==> config.mk <==
export PLATFORM = sky130hd
export DESIGN_NAME = mesh_sequencer_flat
export DESIGN_NICKNAME = d
export VERILOG_FILES = /design/src/rtl/mesh_sequencer_if.sv /design/src/rtl/mesh_sequencer.sv /design/src/flat_wrapper.sv
export SDC_FILE = /design/constraint.sdc
export NUM_CORES = 1
export LEC_CHECK = 0
export BUFFER_PORTS_ARGS = -buffer_cell sky130_fd_sc_hd__buf_2
export CAP_MARGIN = 10
export CELL_PAD_IN_SITES_DETAIL_PLACEMENT = 0
export CELL_PAD_IN_SITES_GLOBAL_PLACEMENT = 1
export CORE_AREA = 2 2 295 297
export CTS_CLUSTER_DIAMETER = 80
export CTS_CLUSTER_SIZE = 12
export DETAILED_ROUTE_END_ITERATION = 10
export DIE_AREA = 0 0 297 299
export HOLD_SLACK_MARGIN = 0.05
export PLACE_DENSITY_LB_ADDON = 0.05
export RECOVER_POWER = 50
export SLEW_MARGIN = 30
export SYNTH_ARGS = -nofsm -noshare
export SYNTH_HDL_FRONTEND = slang
export SYNTH_SLANG_ARGS = --single-unit
==> constraint.sdc <==
create_clock -name clk_i -period 5.65 [get_ports clk_i]
set_clock_uncertainty 0.05 [all_clocks]
set_input_delay 1.13 -clock clk_i [delete_from_list [all_inputs] [get_ports clk_i]]
set_output_delay 1.13 -clock clk_i [all_outputs]
set_load 0.05 [all_outputs]
==> src/rtl/mesh_sequencer_if.sv <==
// Operand, result and mesh-control bundle between mesh_sequencer (master) and its
// neighbours (slave): operand source, result sink and the N x N mesh itself.
interface mesh_sequencer_if #(
  parameter int N          = 3,
  parameter int DATA_WIDTH = 32
);
  localparam int RW = (N > 1) ? $clog2(N) : 1;

  logic [N*DATA_WIDTH-1:0]   a_col_i;
  logic [N*DATA_WIDTH-1:0]   b_row_i;
  logic                      op_valid_i;
  logic                      op_ready_o;

  logic                      mesh_rstn_o;
  logic [N*DATA_WIDTH-1:0]   mesh_north_o;
  logic [N*DATA_WIDTH-1:0]   mesh_west_o;
  logic                      mesh_inputs_valid_o;
  logic [N*N-1:0]            mesh_select_acc_o;
  logic [N*N-1:0]            mesh_passthrough_valid_i;
  logic [N*N-1:0]            mesh_accumulator_valid_i;
  logic [N*N*DATA_WIDTH-1:0] mesh_acc_data_i;

  logic [DATA_WIDTH-1:0]     res_data_o;
  logic [RW-1:0]             res_row_o;
  logic [RW-1:0]             res_col_o;
  logic                      res_valid_o;
  logic                      res_ready_i;
  logic                      res_last_o;

  modport master (
    input  a_col_i, b_row_i, op_valid_i,
    input  mesh_passthrough_valid_i, mesh_accumulator_valid_i, mesh_acc_data_i,
    input  res_ready_i,
    output op_ready_o,
    output mesh_rstn_o, mesh_north_o, mesh_west_o, mesh_inputs_valid_o, mesh_select_acc_o,
    output res_data_o, res_row_o, res_col_o, res_valid_o, res_last_o
  );

  modport slave (
    output a_col_i, b_row_i, op_valid_i,
    output mesh_passthrough_valid_i, mesh_accumulator_valid_i, mesh_acc_data_i,
    output res_ready_i,
    input  op_ready_o,
    input  mesh_rstn_o, mesh_north_o, mesh_west_o, mesh_inputs_valid_o, mesh_select_acc_o,
    input  res_data_o, res_row_o, res_col_o, res_valid_o, res_last_o
  );
endinterface

==> src/rtl/mesh_sequencer.sv <==
// Sequences a full C = A*B on an N x N mesh: clear, K injection steps, then raster drain of all PEs.
// Latency: operand accept to mesh strobe is 2 cycles; each result takes at least 2 cycles.
// Backpressure: operands wait on op_ready; results hold stable while res_ready is low.
module mesh_sequencer #(
  parameter int N          = 3,
  parameter int DATA_WIDTH = 32,
  parameter int K_MAX      = 16,
  parameter int GAP_CYCLES = 5,
  parameter int TIMEOUT    = 1024
) (
  input  logic                         clk_i,
  input  logic                         rstn_i,
  input  logic                         start_i,
  input  logic [$clog2(K_MAX+1)-1:0]   k_len_i,
  output logic                         busy_o,
  output logic                         done_o,
  output logic                         err_o,
  mesh_sequencer_if.master             bus
);
  localparam int NN = N * N;
  localparam int KW = $clog2(K_MAX + 1);
  localparam int IW = (NN > 1) ? $clog2(NN) : 1;
  localparam int RW = (N > 1) ? $clog2(N) : 1;
  localparam int TW = $clog2(TIMEOUT + 1);
  localparam logic [NN-1:0] SEL_ONE = NN'(1);

  typedef enum logic [3:0] {
    S_IDLE, S_CLEAR, S_SETTLE, S_FETCH, S_PRE, S_ISSUE,
    S_WAIT_DIAG, S_GAP, S_DRAIN_SEL, S_DRAIN_OUT, S_DONE
  } state_t;

  state_t        state;
  logic [KW-1:0] k_len;
  logic [KW-1:0] step;
  logic [KW:0]   step_nxt;
  logic [TW-1:0] cnt;
  logic [N-1:0]  diag_flags;
  logic [N-1:0]  diag_now;
  logic [IW-1:0] idx;
  logic [RW-1:0] row;
  logic [RW-1:0] col;
  logic          timed_out;

  // Diagonal pulses may arrive in any order, so fold this cycle's pulses into the sticky set.
  always_comb begin
    diag_now = diag_flags;
    for (int i = 0; i < N; i++)
      diag_now[i] = diag_flags[i] | bus.mesh_passthrough_valid_i[i*N+i];
  end

  assign step_nxt  = {1'b0, step} + {{KW{1'b0}}, 1'b1};
  assign timed_out = (cnt == TW'(TIMEOUT - 1));

  always_ff @(posedge clk_i or negedge rstn_i) begin
    if (!rstn_i) begin
      state                   <= S_IDLE;
      k_len                   <= '0;
      step                    <= '0;
      cnt                     <= '0;
      diag_flags              <= '0;
      idx                     <= '0;
      row                     <= '0;
      col                     <= '0;
      busy_o                  <= 1'b0;
      done_o                  <= 1'b0;
      err_o                   <= 1'b0;
      bus.op_ready_o          <= 1'b0;
      bus.mesh_rstn_o         <= 1'b0;
      bus.mesh_north_o        <= '0;
      bus.mesh_west_o         <= '0;
      bus.mesh_inputs_valid_o <= 1'b0;
      bus.mesh_select_acc_o   <= '0;
      bus.res_data_o          <= '0;
      bus.res_row_o           <= '0;
      bus.res_col_o           <= '0;
      bus.res_valid_o         <= 1'b0;
      bus.res_last_o          <= 1'b0;
    end else begin
      cnt <= cnt + TW'(1);
      case (state)
        S_IDLE: begin
          bus.mesh_rstn_o <= 1'b1;
          if (start_i) begin
            k_len           <= (k_len_i > KW'(K_MAX)) ? KW'(K_MAX) : k_len_i;
            step            <= '0;
            err_o           <= 1'b0;
            busy_o          <= 1'b1;
            bus.mesh_rstn_o <= 1'b0;
            cnt             <= '0;
            state           <= S_CLEAR;
          end
        end
        S_CLEAR: if (cnt == TW'(1)) begin
          bus.mesh_rstn_o <= 1'b1;
          cnt             <= '0;
          state           <= S_SETTLE;
        end
        S_SETTLE: if (cnt == TW'(1)) begin
          cnt <= '0;
          if (k_len == '0) begin
            idx                   <= '0;
            row                   <= '0;
            col                   <= '0;
            bus.mesh_select_acc_o <= SEL_ONE;
            state                 <= S_DRAIN_SEL;
          end else begin
            bus.op_ready_o <= 1'b1;
            state          <= S_FETCH;
          end
        end
        S_FETCH: if (bus.op_valid_i && bus.op_ready_o) begin
          bus.mesh_west_o  <= bus.a_col_i;
          bus.mesh_north_o <= bus.b_row_i;
          bus.op_ready_o   <= 1'b0;
          state            <= S_PRE;
        end
        S_PRE: begin
          bus.mesh_inputs_valid_o <= 1'b1;
          state                   <= S_ISSUE;
        end
        S_ISSUE: begin
          bus.mesh_inputs_valid_o <= 1'b0;
          diag_flags              <= '0;
          cnt                     <= '0;
          state                   <= S_WAIT_DIAG;
        end
        S_WAIT_DIAG: begin
          diag_flags <= diag_now;
          if (&diag_now) begin
            cnt   <= '0;
            state <= S_GAP;
          end else if (timed_out) begin
            err_o  <= 1'b1;
            done_o <= 1'b1;
            state  <= S_DONE;
          end
        end
        S_GAP: if (cnt == TW'(GAP_CYCLES - 1)) begin
          cnt  <= '0;
          step <= step_nxt[KW-1:0];
          if (step_nxt < {1'b0, k_len}) begin
            bus.op_ready_o <= 1'b1;
            state          <= S_FETCH;
          end else begin
            idx                   <= '0;
            row                   <= '0;
            col                   <= '0;
            bus.mesh_select_acc_o <= SEL_ONE;
            state                 <= S_DRAIN_SEL;
          end
        end
        S_DRAIN_SEL: begin
          if (bus.mesh_accumulator_valid_i[idx]) begin
            bus.res_data_o        <= bus.mesh_acc_data_i[idx*DATA_WIDTH +: DATA_WIDTH];
            bus.res_row_o         <= row;
            bus.res_col_o         <= col;
            bus.res_last_o        <= (idx == IW'(NN - 1));
            bus.res_valid_o       <= 1'b1;
            bus.mesh_select_acc_o <= '0;
            state                 <= S_DRAIN_OUT;
          end else if (timed_out) begin
            bus.mesh_select_acc_o <= '0;
            err_o                 <= 1'b1;
            done_o                <= 1'b1;
            state                 <= S_DONE;
          end
        end
        S_DRAIN_OUT: if (bus.res_ready_i) begin
          bus.res_valid_o <= 1'b0;
          bus.res_last_o  <= 1'b0;
          cnt             <= '0;
          if (idx == IW'(NN - 1)) begin
            done_o <= 1'b1;
            state  <= S_DONE;
          end else begin
            idx <= idx + IW'(1);
            if (col == RW'(N - 1)) begin
              col <= '0;
              row <= row + RW'(1);
            end else begin
              col <= col + RW'(1);
            end
            bus.mesh_select_acc_o <= SEL_ONE << (idx + IW'(1));
            state                 <= S_DRAIN_SEL;
          end
        end
        S_DONE: begin
          done_o <= 1'b0;
          busy_o <= 1'b0;
          state  <= S_IDLE;
        end
        default: state <= S_IDLE;
      endcase
    end
  end
endmodule

==> src/flat_wrapper.sv <==
// flat-port wrapper written by rule: the top's interface ports become plain ports
module mesh_sequencer_flat 
#(
  parameter int N          = 3,
  parameter int DATA_WIDTH = 32,
  parameter int K_MAX      = 16,
  parameter int GAP_CYCLES = 5,
  parameter int TIMEOUT    = 1024
)
  (clk_i, rstn_i, start_i, k_len_i, busy_o, done_o, err_o, bus_a_col_i, bus_b_row_i, bus_op_valid_i, bus_mesh_passthrough_valid_i, bus_mesh_accumulator_valid_i, bus_mesh_acc_data_i, bus_res_ready_i, bus_op_ready_o, bus_mesh_rstn_o, bus_mesh_north_o, bus_mesh_west_o, bus_mesh_inputs_valid_o, bus_mesh_select_acc_o, bus_res_data_o, bus_res_row_o, bus_res_col_o, bus_res_valid_o, bus_res_last_o);
  mesh_sequencer_if #(.N(N), .DATA_WIDTH(DATA_WIDTH)) bus_i ();
  input  logic clk_i;
  input  logic rstn_i;
  input  logic start_i;
  input  logic [$clog2(K_MAX+1)-1:0] k_len_i;
  output logic busy_o;
  output logic done_o;
  output logic err_o;
  input wire logic [$bits(bus_i.a_col_i)-1:0] bus_a_col_i;
  input wire logic [$bits(bus_i.b_row_i)-1:0] bus_b_row_i;
  input wire logic [$bits(bus_i.op_valid_i)-1:0] bus_op_valid_i;
  input wire logic [$bits(bus_i.mesh_passthrough_valid_i)-1:0] bus_mesh_passthrough_valid_i;
  input wire logic [$bits(bus_i.mesh_accumulator_valid_i)-1:0] bus_mesh_accumulator_valid_i;
  input wire logic [$bits(bus_i.mesh_acc_data_i)-1:0] bus_mesh_acc_data_i;
  input wire logic [$bits(bus_i.res_ready_i)-1:0] bus_res_ready_i;
  output wire logic [$bits(bus_i.op_ready_o)-1:0] bus_op_ready_o;
  output wire logic [$bits(bus_i.mesh_rstn_o)-1:0] bus_mesh_rstn_o;
  output wire logic [$bits(bus_i.mesh_north_o)-1:0] bus_mesh_north_o;
  output wire logic [$bits(bus_i.mesh_west_o)-1:0] bus_mesh_west_o;
  output wire logic [$bits(bus_i.mesh_inputs_valid_o)-1:0] bus_mesh_inputs_valid_o;
  output wire logic [$bits(bus_i.mesh_select_acc_o)-1:0] bus_mesh_select_acc_o;
  output wire logic [$bits(bus_i.res_data_o)-1:0] bus_res_data_o;
  output wire logic [$bits(bus_i.res_row_o)-1:0] bus_res_row_o;
  output wire logic [$bits(bus_i.res_col_o)-1:0] bus_res_col_o;
  output wire logic [$bits(bus_i.res_valid_o)-1:0] bus_res_valid_o;
  output wire logic [$bits(bus_i.res_last_o)-1:0] bus_res_last_o;
  assign bus_i.a_col_i = bus_a_col_i;
  assign bus_i.b_row_i = bus_b_row_i;
  assign bus_i.op_valid_i = bus_op_valid_i;
  assign bus_i.mesh_passthrough_valid_i = bus_mesh_passthrough_valid_i;
  assign bus_i.mesh_accumulator_valid_i = bus_mesh_accumulator_valid_i;
  assign bus_i.mesh_acc_data_i = bus_mesh_acc_data_i;
  assign bus_i.res_ready_i = bus_res_ready_i;
  assign bus_op_ready_o = bus_i.op_ready_o;
  assign bus_mesh_rstn_o = bus_i.mesh_rstn_o;
  assign bus_mesh_north_o = bus_i.mesh_north_o;
  assign bus_mesh_west_o = bus_i.mesh_west_o;
  assign bus_mesh_inputs_valid_o = bus_i.mesh_inputs_valid_o;
  assign bus_mesh_select_acc_o = bus_i.mesh_select_acc_o;
  assign bus_res_data_o = bus_i.res_data_o;
  assign bus_res_row_o = bus_i.res_row_o;
  assign bus_res_col_o = bus_i.res_col_o;
  assign bus_res_valid_o = bus_i.res_valid_o;
  assign bus_res_last_o = bus_i.res_last_o;
  mesh_sequencer #(.N(N), .DATA_WIDTH(DATA_WIDTH), .K_MAX(K_MAX), .GAP_CYCLES(GAP_CYCLES), .TIMEOUT(TIMEOUT)) u_core (.clk_i(clk_i), .rstn_i(rstn_i), .start_i(start_i), .k_len_i(k_len_i), .busy_o(busy_o), .done_o(done_o), .err_o(err_o), .bus(bus_i));
endmodule
* Yosys cells after proc, flatten, opt, wreduce, memory -nomap -nowiden
Cells that the tools add are included.
Widths: inputs -> output; s select.
** Cells by class
- Shift operators :: 2
- Equal/unequal tests :: 32
- Muxes and demuxes :: 82
- Bitwise logic cells :: 3
- Add/sub/neg operators :: 5
- Reduce and logical (&&, ||, !) cells :: 30
- $lt $le $gt $ge :: 3
** Operators by type and width (number)
- $shiftx 288x10->32 :: 1
- $mux 9 :: 8
- $mux 4 :: 17
- $pmux 11 s6 :: 1
- $mux 11 :: 5
- $pmux 4 s10 :: 1
- $pmux 9 s4 :: 1
- $mux 2 :: 11
- $mux 1 :: 21
- $ne 2x1->1 const B :: 9
- $eq 4x3->1 const B :: 4
- $eq 4x4->1 const B :: 4
- $reduce_and 8->1 :: 2
- $mux 5 :: 3
- $ne 2x2->1 const B :: 7
- $pmux 2 s3 :: 2
- $pmux 4 s3 :: 1
- $reduce_and 6->1 :: 2
- $reduce_bool 2->1 :: 6
- $add 11x1->11 const B :: 1
- $eq 11x1->1 const B :: 1
- $eq 11x10->1 const B :: 1
- $eq 11x3->1 const B :: 1
- $pmux 1 s2 :: 5
- 28 further kinds :: 42
** Storage, ports and cells
- Flip-flop bits (word level) :: 281
- Word-level logic and storage cells :: 179
- Bits of input ports :: 508
- Output and inout port bits :: 245

* Logic depth before layout (Yosys ltp)
Gate-level depths: netlist of run 1.
- Depth after elaboration :: 5
- Gate-level depth with buffers :: 11
- Gate-level depth less buffers :: 9

* Worst setup path after synthesis of run 1
Ideal clock, no wire load.
- Path kind :: input to register
- Start point :: input port bus_mesh_accumulator_valid_i[7]
- End point :: register u_core.err_o
- Stages :: 5
- Required time :: 5.534 ns
- Arrival time :: 2.434 ns
- Buffers on the path :: 0
- Slack :: 3.101 ns
- Cells stage by stage :: mux4_2 > o21ai_2 > o221ai_2 > a2111oi_1 > o21a_1
** On the way
- Longest elaborated chain between the ends :: 4
** Ends and longest elaborated chain
- start: declaration :: RTL line flat_wrapper.sv:23 : input wire logic [$bits(bus_i.mesh_accumulator_valid_i)-1:0] bus_mesh_accumulator_valid_i;
- $bmux 1 s4 :: RTL line mesh_sequencer.sv:153 : if (bus.mesh_accumulator_valid_i[idx]) begin
- $mux 1 (not written as such) :: RTL line mesh_sequencer.sv:153
- $ne 2x2->1 (no line)
- $reduce_and 4->1 (no line)
- end signal: assignment :: RTL line mesh_sequencer.sv:86 : err_o <= 1'b0;
- end signal: assignment :: RTL line mesh_sequencer.sv:133 : err_o <= 1'b1;
- end signal: assignment :: RTL line mesh_sequencer.sv:163 : err_o <= 1'b1;
- end: declaration :: RTL line mesh_sequencer.sv:17 : output logic err_o,
No other way between the ends. The select of a mux whose other input is x is not followed.
A chain may end at the register's enable or synchronous reset.

==> run_results.csv, run 1 <==
group,metric,value,unit
grt,grt_pass1_wl,90.5,mm
die,die_h,299,µm
grt,antenna_found_initial,20,
setup_path,crit_required,5.98,ns
placement,dp_hpwl,51.2,mm
die,start_util,16.0,%
detailed_routing,wl_per_cell,21.7,µm
detailed_routing,firstDrtPassIters,7,
timing,tns,0,ns
clock_tree,cts_resized,0,
detailed_routing,ant_nets,0,
logic_synthesis,synth_area_per_cell,13.0,µm²
finish,final_cell_area,19700,µm²
setup_path,critPathMaxFanout,65,
timing,slew_viol_final,84,
grt,overflow,0,
timing,setup_viol,0,
clock_tree,cts-root-buf,"clkbuf_16",
die,row_count,108,
logic_synthesis,synthFlopType,"dfrtp_1",
flow_run,maxCapViolCount,2,
clock_tree,cts.clk_slew.worst_paths,0.05,ns
min_path,hold_path_class,"reg -> reg",
setup_path,cp-end-kind,"async pin",
pwr,vdd_ir_drop_max,0.000221,V
timing,relSlewSlack,-31.2,%
status,status,"complete, but fails checks",
timing,period_minus_slack,3.91,ns
detailed_routing,vias_per_cell,3.92,
die,fp.dieW,297,µm
placement,portBuffers,746,
logic_synthesis,synth-seq-cells,281,
die,coreArea,85900,µm²
clock_tree,clk_latency,0.54,ns
logic_synthesis,synth_nets,1573,
logic_synthesis,synth_area,13700,µm²
logic_synthesis,synth_edf_count,0,
finish,area_growth,43.2,%
detailed_routing,vias,11600,
setup_path,cpMaxStageDelayCell,"clkbuf_1",
finish,layout.cells.most_common,"buf_2",
logic_synthesis,synthArstFlopShare,100,%
grt,grt_max_degree,137,
timing,worst_hold_slack,0.435,ns
die,pin_count,753,
clock_tree,cts_setup_buffers,0,
finish,nets,2301,
setup_path,max_stage_delay,1.37,ns
timing,hold_viol,0,
logic_synthesis,synthCells,1052,
setup_path,crit_type,"in -> async",
placement,place_congestion,0.902,
die,die-area,88800,µm²
grt,grt_pass1_vias,12200,
clock_tree,cts_tree,"done",
pwr,leakage,9.10,nW
timing,final.setup.worst_slack,1.74,ns
placement,dpl_cell_area,18700,µm²
finish,finalNonFillerCells,2956,
logic_synthesis,ys_warn_count,0,
finish,drive_gt1_share,54.9,%
timing,fmax,256,MHz
detailed_routing,drc,0,
clock_tree,cts-htree-levels,2,
timing,worstMarginPinSlew,1.97,ns
clock_tree,cts.sinks,281,
detailed_routing,first_iter_violations,402,
clock_tree,ctsHoldBuffers,0,
status,violations,"max-capacitance violations, max-slew violations",
setup_path,crit_arrival,4.24,ns
clock_tree,cts_buffers,35,
timing,timing.final.crit_share,69.3,%
pwr,p_total,11.5,mW
logic_synthesis,ys_seq_area_share,51.2,%
logic_synthesis,yosysUniqueCellTypes,72,
setup_path,crit_path_cell_trace,"clkbuf_1 -> buf_16 -> clkbuf_2",
placement,dp.cells,2897,
pwr,power.density,586,nW/µm²
grt,gr-usage-all-layers,13.9,%
placement,post-place-ws,2.10,ns
finish,final_cell_mix,"buf_2 (636), dfrtp_1 (279), mux2_2 (196)",
clock_tree,clockBufferDepth,3,
setup_path,start_kind,"input port",
finish,fin_util,22.9,%
timing,rsz0062_at_grt,"no",
detailed_routing,wirelength,64.1,mm
==> flip-flops by register name (all words and copies together), names as in the netlist <==
signal,flops
u_core.step,5
u_core.done_o,1
u_core.bus.mesh_north_o,96
u_core.row,2
u_core.idx,4
u_core.diag_flags,3
u_core.bus.mesh_select_acc_o,9
u_core.col,2
u_core.busy_o,1
u_core.bus.mesh_west_o,96
u_core.k_len,5
u_core.bus.mesh_inputs_valid_o,1
u_core.bus.res_row_o,2
u_core.err_o,1
u_core.state,4
u_core.bus.res_valid_o,1
u_core.bus.res_col_o,2
u_core.cnt,11
u_core.bus.op_ready_o,1
u_core.bus.mesh_rstn_o,1
u_core.bus.res_last_o,1
u_core.bus.res_data_o,32
==> final timing paths <==
kind | slack [ns] | to | from | depth (start not counted)
max in group clk_i | 2.34 | u_core.row[1]$_DFFE_PN0P_ | u_core.step[0]$_DFFE_PN0P_ | 9
setup reg to reg | 2.34 | u_core.row[1]$_DFFE_PN0P_ | u_core.step[0]$_DFFE_PN0P_ | 9
hold / removal | 0.44 | u_core.bus.res_valid_o$_DFFE_PN0P_ | u_core.bus.res_valid_o$_DFFE_PN0P_ | 1
setup / recovery | 1.74 | u_core.bus.mesh_north_o[37]$_DFFE_PN0P_ | rstn_i | 3
hold reg to reg | 0.44 | u_core.bus.res_valid_o$_DFFE_PN0P_ | u_core.bus.res_valid_o$_DFFE_PN0P_ | 1
min in group asynchronous | 1.09 | u_core.bus.mesh_west_o[3]$_DFFE_PN0P_ | rstn_i | 1
==> cell type report <==
| type | count | area (µm²) |
|---|---|---|
| Fill cell | 9468 | 66300 |
| Sequential cell | 281 | 7040 |
| Multi-Input combinational cell | 687 | 6280 |
| Timing Repair Buffer | 760 | 3760 |
| Tap cell | 1155 | 1450 |
| Clock buffer | 39 | 901 |
| Clock inverter | 12 | 153 |
| Inverter | 15 | 56.3 |
| Antenna cell | 7 | 17.5 |
==> cell usage after synthesis (4+ instances only) <==
library cell  count  area [µm²]
a21oi_1          77         385
a31oi_1           4        25.0
and3_1            7        43.8
buf_1             4        15.0
buf_2            43         215
buf_4             7        52.6
clkbuf_1         12        45.0
dfrtp_1         281        7030
ha_1             13         163
inv_1            14        52.6
mux2_2          196        2210
mux2i_1          35         350
mux4_2           65        1460
nand2_1          41         154
nand2b_1          4        25.0
nand3_1          23         115
nand3b_1          4        30.0
nand4_1           4        25.0
nor2_1           95         357
nor2b_1           5        31.3
o21a_1            4        30.0
o21ai_0          32         160
o21ai_1           7        35.0
o31ai_1           4        30.0
xnor2_1           9        78.8
xor2_1            6        52.6
==> per-layer routing <==
layer	track usage [%]	up-vias	share of wire, %
li1	-	5303	-
met1	15.6	5692	38
met2	24.9	500	51
met3	5.17	81	8.2
met4	3.51	20	2.2
met5	0	-	0.20
==> cells by family after synthesis <==
| logic type | after synthesis | synth area share, % |
|---|---|---|
| XOR/XNOR | 15 | 0.957 |
| AND/OR/NAND/NOR | 209 | 7.53 |
| AO/OA/AOI/OAI | 154 | 6.74 |
| multiplexers | 296 | 29.3 |
| adder cells (fa/ha/maj) | 13 | 1.19 |
| flip-flops | 281 | 51.2 |
| buffers and inverters | 84 | 3.05 |
==> critical path, delay by kind of cell <==
kind / cells / cell delay [ns]
buf+inv: 3 / 2.91
==> where the power goes <==
| group | internal (mW) | switching (mW) |
|---|---|---|
| logic | 1.61 | 4.32 |
| clock network | 1.25 | 0.959 |
| registers | 2.86 | 0.513 |
Power figures use the tool's default switching activity.
==> run 2, diff against run 1 <==
CORE_AREA = 2 2 290 292   (was 2 2 295 297)
DIE_AREA = 0 0 292 294   (was 0 0 297 299)
clock period = 3.8 ns   (was 5.65 ns; I/O delays follow)
==> run 2 against run 1 <==
Compared with the run above: the flow still finishes with violations (max-capacitance violations, max-slew violations); utilization up 0.83 points; non-clock buffer count up 10; die area down 3.3%; total power up 49%; cell area about the same; first-iteration DRC count down 12%; sequential cell count unchanged; register-to-register slack worse by 1.4 ns; routed wire length down 0.48%; worst setup slack worse by 0.83 ns; global-route usage up 0.32 points; cell count down 2.1%.
==> run_results.csv, run 2 (synthesized netlist as in run 1, its figures left out) <==
group,metric,value,unit
clock_tree,cts_resized,0,
clock_tree,ctsHoldBuffers,0,
grt,antenna_found_initial,18,
clock_tree,cts_tree,"done",
grt,grt_max_degree,65,
finish,area_growth,43.2,%
timing,worstMarginPinSlew,1.68,ns
detailed_routing,vias,11600,
die,die_h,294,µm
detailed_routing,vias_per_cell,4.01,
clock_tree,clk_latency,0.55,ns
timing,setup_viol,0,
min_path,min-delay-start,"bus_b_row_i[46]",
status,violations,"max-capacitance violations, max-slew violations",
clock_tree,cts-root-buf,"clkbuf_16",
timing,slew_viol_final,59,
timing,tns,0,ns
placement,dp.cells,2833,
placement,dp_hpwl,52.0,mm
min_path,hold_path_depth,2,
flow_run,maxCapViolCount,2,
pwr,leakage,9.14,nW
clock_tree,cts_buffers,34,
finish,drive_gt1_share,55.0,%
finish,final_cell_mix,"buf_2 (635), dfrtp_1 (279), mux2_2 (196)",
setup_path,crit_required,4.23,ns
pwr,p_sw_share,50.5,%
detailed_routing,firstDrtPassIters,4,
setup_path,start_kind,"register",
setup_path,cp-end-kind,"register",
finish,fin_util,23.7,%
placement,portBuffers,746,
detailed_routing,wl_per_cell,22.0,µm
die,coreArea,82900,µm²
timing,rsz0062_at_grt,"no",
clock_tree,cts_setup_buffers,0,
setup_path,r2r_start,"u_core.state[0]$_DFFE_PN0P_",
timing,relSlewSlack,-12.0,%
finish,reg_top3,"u_core.bus.mesh_north_o: 96 flops, u_core.bus.mesh_west_o: 96 flops, u_core.bus.res_data_o: 32 flops",
status,status,"complete, but fails checks",
detailed_routing,drc,0,
setup_path,r2r_slack,0.91,ns
clock_tree,cts-htree-levels,2,
detailed_routing,wirelength,63.8,mm
setup_path,critPathMaxFanout,18,
timing,hold_viol,0,
detailed_routing,ant_nets,0,
min_path,hold_path_class,"in -> reg",
setup_path,crit_arrival,3.32,ns
clock_tree,cts.clk_slew.worst_paths,0.06,ns
pwr,seq_power_share,29.1,%
setup_path,reg2regPathDepth,7,
setup_path,timing.rr.end,"u_core.state[2]$_DFFE_PN0P_",
pwr,comb_power_share,52.1,%
timing,fmax,346,MHz
grt,grt_pass1_wl,89.3,mm
setup_path,crit_type,"reg -> reg",
timing,timing.final.crit_share,76.1,%
timing,period_minus_slack,2.89,ns
die,start_util,16.6,%
pwr,internal_power,8.47,mW
min_path,holdPathEnd,"u_core.bus.mesh_north_o[46]$_DFFE_PN0P_",
placement,place_congestion,0.813,
die,die-area,85800,µm²
grt,grt_pass1_vias,12300,
pwr,clockPowerShare,18.9,%
die,fp.dieW,292,µm
grt,gr-usage-all-layers,14.3,%
die,pin_count,753,
finish,nets,2310,
pwr,power.density,871,nW/µm²
finish,layout.cells.most_common,"buf_2",
clock_tree,cts.sinks,281,
die,row_count,106,
grt,overflow,0,
clock_tree,clockBufferDepth,3,
finish,finalNonFillerCells,2893,
detailed_routing,first_iter_violations,355,
pwr,netSwitchingPower,8.64,mW
pwr,vdd_ir_drop_max,0.000251,V
==> run 2: cell count changes in the layout (fill, tap and decap cells not counted), moves of 2 or more <==
cell      before  now
buf_12         4    8
buf_4          7   11
clkbuf_1     114  118
clkbuf_2       1    3
inv_8          4    2
==> run 2: through the flow <==
step,instance area [µm²],total power [mW],worst slack (ns),hold slack (ns)
floorplan,13700,11.5,1.47,0.414
global placement,18800,14.3,0.828,0.422
detailed placement,18800,14.3,0.822,0.424
CTS,19800,17.7,0.882,0.0939
global route,19600,18.1,0.323,0.353
finish,19600,17.1,0.909,0.384
==> run 2: critical path, stage by stage, from the launching register on <==
cell and delay [ns]:
dfrtp_1 0.62, clkbuf_1 0.68, nor3_1 0.14, a31o_2 0.26, a222oi_1 0.43, and2b_2 0.30, nor4b_2 0.21, a221o_1 0.14
==> run 2: final cells by class <==
class	instances	area, µm²
clock inverter	11	131
clock buffer	41	908
timing repair buffer	770	3860
fill	9021	63200
multi-input combinational	687	6280
tap	1080	1350
sequential	281	7040
inverter	15	56.3
antenna	8	20.0
==> run 2: worst max path at each step <==
| stage | start | endpoint |
|---|---|---|
| 2_1_floorplan | u_core.step[0]$_DFFE_PN0P_ | u_core.row[1]$_DFFE_PN0P_ |
| 3_3_place_gp | bus_mesh_accumulator_valid_i[3] | u_core.bus.res_data_o[20]$_DFFE_PN0P_ |
| 3_5_place_dp | bus_mesh_accumulator_valid_i[3] | u_core.bus.res_data_o[20]$_DFFE_PN0P_ |
| 4_1_cts | u_core.step[0]$_DFFE_PN0P_ | u_core.row[0]$_DFFE_PN0P_ |
| 5_1_grt | rstn_i | u_core.bus.mesh_west_o[65]$_DFFE_PN0P_ |
| 6_report | u_core.state[0]$_DFFE_PN0P_ | u_core.state[2]$_DFFE_PN0P_ |
==> run 2: metal layers <==
metal,share of wire (%),vias to the layer above,global-route usage (%)
met5,0.17,-,0
met4,2.6,16,4.05
li1,-,5338,-
met3,8.8,86,5.35
met2,51,512,25.6
met1,38,5639,15.7
==> run 2: power groups by stage <==
stage / clock network [mW] / registers, mW / logic, mW
2_1_floorplan: 0 / 9.05 / 2.47
3_3_place_gp: 0 / 5.02 / 9.25
3_5_place_dp: 0 / 5.04 / 9.25
4_1_cts: 3.41 / 4.99 / 9.25
5_1_grt: 3.51 / 5.18 / 9.41
6_report: 3.23 / 4.98 / 8.91
==> run 3, diff against run 2 <==
ABC_AREA = 1   (was unset)
clock period = 3 ns   (was 3.8 ns; I/O delays follow)
==> run 3 against run 2 <==
Compared with the run above: the flow still finishes with violations (max-capacitance violations, max-slew violations); die area did not move; maximum frequency grew 13%; first-iteration DRC count up 34%; highest routed layer unchanged.
==> run_results.csv, run 3 <==
group,metric,value,unit
setup_path,critical_path_buf_inv_count,3,
clock_tree,cts.clk_slew.worst_paths,0.07,ns
logic_synthesis,synth_nets,1985,
logic_synthesis,synthArstFlopShare,100,%
die,fp.dieW,292,µm
logic_synthesis,synth.area.top_cells,"dfrtp_1 (50%), mux2_2 (15%), nor2_1 (6.4%), o21ai_0 (5.4%), nand2_1 (4.7%)",
setup_path,reg2regPathDepth,12,
clock_tree,clk_latency,0.59,ns
clock_tree,cts_tree,"done",
status,violations,"max-capacitance violations, max-slew violations",
setup_path,r2r_start,"u_core.step[0]$_DFFE_PN0P_",
timing,worstMarginPinSlew,1.76,ns
timing,setup_viol,0,
grt,gr-usage-all-layers,16.4,%
finish,drive_gt1_share,42.4,%
timing,period_minus_slack,2.55,ns
pwr,vdd_ir_drop_max,0.000454,V
detailed_routing,drc,0,
setup_path,start_kind,"register",
timing,hold_viol,0,
logic_synthesis,ys_warn_count,0,
logic_synthesis,synth_area_per_cell,9.62,µm²
setup_path,crit_arrival,2.97,ns
setup_path,critPathMaxFanout,9,
grt,antenna_found_initial,36,
finish,final_cell_mix,"buf_2 (637), dfrtp_1 (279), nor2_1 (239)",
timing,tns,0,ns
die,row_count,106,
finish,layout.cells.most_common,"buf_2",
min_path,hold_path_depth,2,
timing,fmax,392,MHz
placement,place_congestion,0.813,
logic_synthesis,synthCells,1464,
setup_path,max_stage_delay,0.47,ns
die,coreArea,82900,µm²
setup_path,crit_required,3.42,ns
logic_synthesis,synth_commonest_cells,"dfrtp_1 (281), nor2_1 (240), mux2_2 (192)",
die,start_util,17.0,%
finish,reg_top3,"u_core.bus.mesh_north_o: 96 flops, u_core.bus.mesh_west_o: 96 flops, u_core.bus.res_data_o: 32 flops",
placement,portBuffers,746,
setup_path,cp_top_family,"simple AND/OR/NAND/NOR gates",
detailed_routing,wl_per_cell,22.1,µm
clock_tree,cts-htree-levels,1,
placement,dp_hpwl,59.1,mm
clock_tree,cts_buffers,31,
min_path,hold_path_class,"in -> reg",
timing,slew_viol_final,57,
setup_path,crit_path_cell_trace,"ha_1 -> nand3_1 -> xor2_1 -> inv_1 -> ha_1 -> nand3_1 -> nand4_1 -> nand2_1 -> inv_1 -> buf_4 -> nand4_1 -> nand2_1",
logic_synthesis,synth_most_common_cell,"dfrtp_1",
die,die-area,85800,µm²
detailed_routing,ant_nets,0,
logic_synthesis,synthFlopType,"dfrtp_1",
detailed_routing,vias,13800,
timing,timing.final.crit_share,85.1,%
setup_path,cp-end-kind,"register",
timing,final.setup.worst_slack,0.446,ns
clock_tree,cts-root-buf,"clkbuf_16",
detailed_routing,first_iter_violations,476,
logic_synthesis,yosysUniqueCellTypes,44,
timing,worst_hold_slack,0.168,ns
min_path,min-delay-start,"bus_a_col_i[45]",
logic_synthesis,synth_top_cell_by_area,"dfrtp_1",
timing,rsz0062_at_grt,"no",
clock_tree,cts.sinks,281,
finish,area_growth,41.3,%
die,pin_count,753,
status,status,"complete, but fails checks",
finish,nets,2714,
logic_synthesis,ys_seq_area_share,49.9,%
pwr,leakage,9.66,nW
logic_synthesis,synth-seq-cells,281,
logic_synthesis,synth_edf_count,0,
detailed_routing,wirelength,72.9,mm
flow_run,maxCapViolCount,1,
grt,grt_pass1_vias,14800,
placement,post-place-ws,0.412,ns
die,die_h,294,µm
detailed_routing,vias_per_cell,4.18,
min_path,holdPathEnd,"u_core.bus.mesh_west_o[45]$_DFFE_PN0P_",
timing,relSlewSlack,-17.6,%
setup_path,crit_type,"reg -> reg",
grt,overflow,0,
setup_path,r2r_slack,0.45,ns
clock_tree,clockBufferDepth,3,
grt,grt_max_degree,79,
setup_path,timing.rr.end,"u_core.bus.mesh_select_acc_o[6]$_DFFE_PN0P_",
pwr,power.density,1020,nW/µm²
detailed_routing,firstDrtPassIters,5,
grt,grt_pass1_wl,104,mm
logic_synthesis,synth_area,14100,µm²
setup_path,cpMaxStageDelayCell,"dfrtp_1",
logic_synthesis,synth_top_cell_area_share,49.9,%
finish,fillers,9302,
run 3: what timing repair did:
item / in CTS / in global routing
hold buffers: 1 / 0
setup endpoints to repair: 0 / 0
setup buffers: 0 / 0
resized for setup: 0 / 0
hold endpoints to repair: 53 / 0
run 3: logic make-up (layout without fill, tap and decap cells):
group	after synthesis	after routing	share of synthesized area (%)
AO/OA/AOI/OAI	281	281	12.1
AND/OR/NAND/NOR	523	523	15.6
flip-flops	281	281	49.9
XOR/XNOR	11	11	0.684
other	0	6	0
adder cells (fa/ha/maj)	13	13	1.15
buffers and inverters	162	903	5.20
multiplexers	193	193	15.4
run 3: final cells by class:
| cell class | instances | area (µm²) | share of cell area, % |
|---|---|---|---|
| inverter | 72 | 272 | 1.36 |
| clock inverter | 10 | 108 | 0.541 |
| multi-input combinational | 1021 | 6330 | 31.8 |
| sequential | 281 | 7040 | 35.3 |
| antenna | 6 | 15.0 | 0.0754 |
| timing repair buffer | 786 | 3980 | 20.0 |
| tap | 1080 | 1350 | 6.79 |
| clock buffer | 35 | 811 | 4.07 |
run 3: worst max-delay path by stage:
stage / from / end / slack [ns] / depth (start not counted)
finish: u_core.step[0]$_DFFE_PN0P_ / u_core.bus.mesh_select_acc_o[6]$_DFFE_PN0P_ / 0.45 / 12
global route: rstn_i / u_core.bus.mesh_north_o[71]$_DFFE_PN0P_ / 0.11 / 3
CTS: u_core.step[0]$_DFFE_PN0P_ / u_core.bus.mesh_select_acc_o[7]$_DFFE_PN0P_ / 0.39 / 12
detailed placement: u_core.step[0]$_DFFE_PN0P_ / u_core.bus.mesh_select_acc_o[7]$_DFFE_PN0P_ / 0.41 / 12
global placement: u_core.step[0]$_DFFE_PN0P_ / u_core.bus.mesh_select_acc_o[5]$_DFFE_PN0P_ / 0.41 / 12
floorplan: u_core.step[0]$_DFFE_PN0P_ / u_core.row[0]$_DFFE_PN0P_ / 0.84 / 12
run 3: report_power, final:
| group | total (mW) | switching [mW] | internal [mW] |
|---|---|---|---|
| sequential | 6.04 | 0.773 | 5.27 |
| combinational | 10.6 | 7.94 | 2.61 |
| clock | 3.73 | 1.72 | 2.01 |
| total | 20.3 | 10.4 | 9.90 |
run 3: worst register-to-register path: cells and delay by family (launching register included):
kind	cells	cell delay (ns)
adders and majority gates	2	0.57
buffers and inverters	3	0.38
and+or+nand+nor	6	0.77
DFF	1	0.47
xor gates and xnor gates	1	0.20
run 3: per-layer routing:
| metal | part of all wire [%] | up-vias | global-route usage, % |
|---|---|---|---|
| li1 | - | 6502 | - |
| met1 | 38 | 6575 | 18.1 |
| met2 | 52 | 518 | 30.6 |
| met3 | 7.6 | 125 | 5.15 |
| met4 | 2.1 | 38 | 3.41 |
| met5 | 0.33 | - | 0 |
run 3: through the flow:
step,power [mW],utilization (%),cells,instance area (µm²)
floorplan,13.6,-,1464,14100
global placement,17.1,23.1,3239,19100
detailed placement,17.1,23.1,3239,19100
CTS,20.9,24.2,3285,20100
global route,21.5,24.0,3289,19900
finish,20.3,24.0,3291,19900
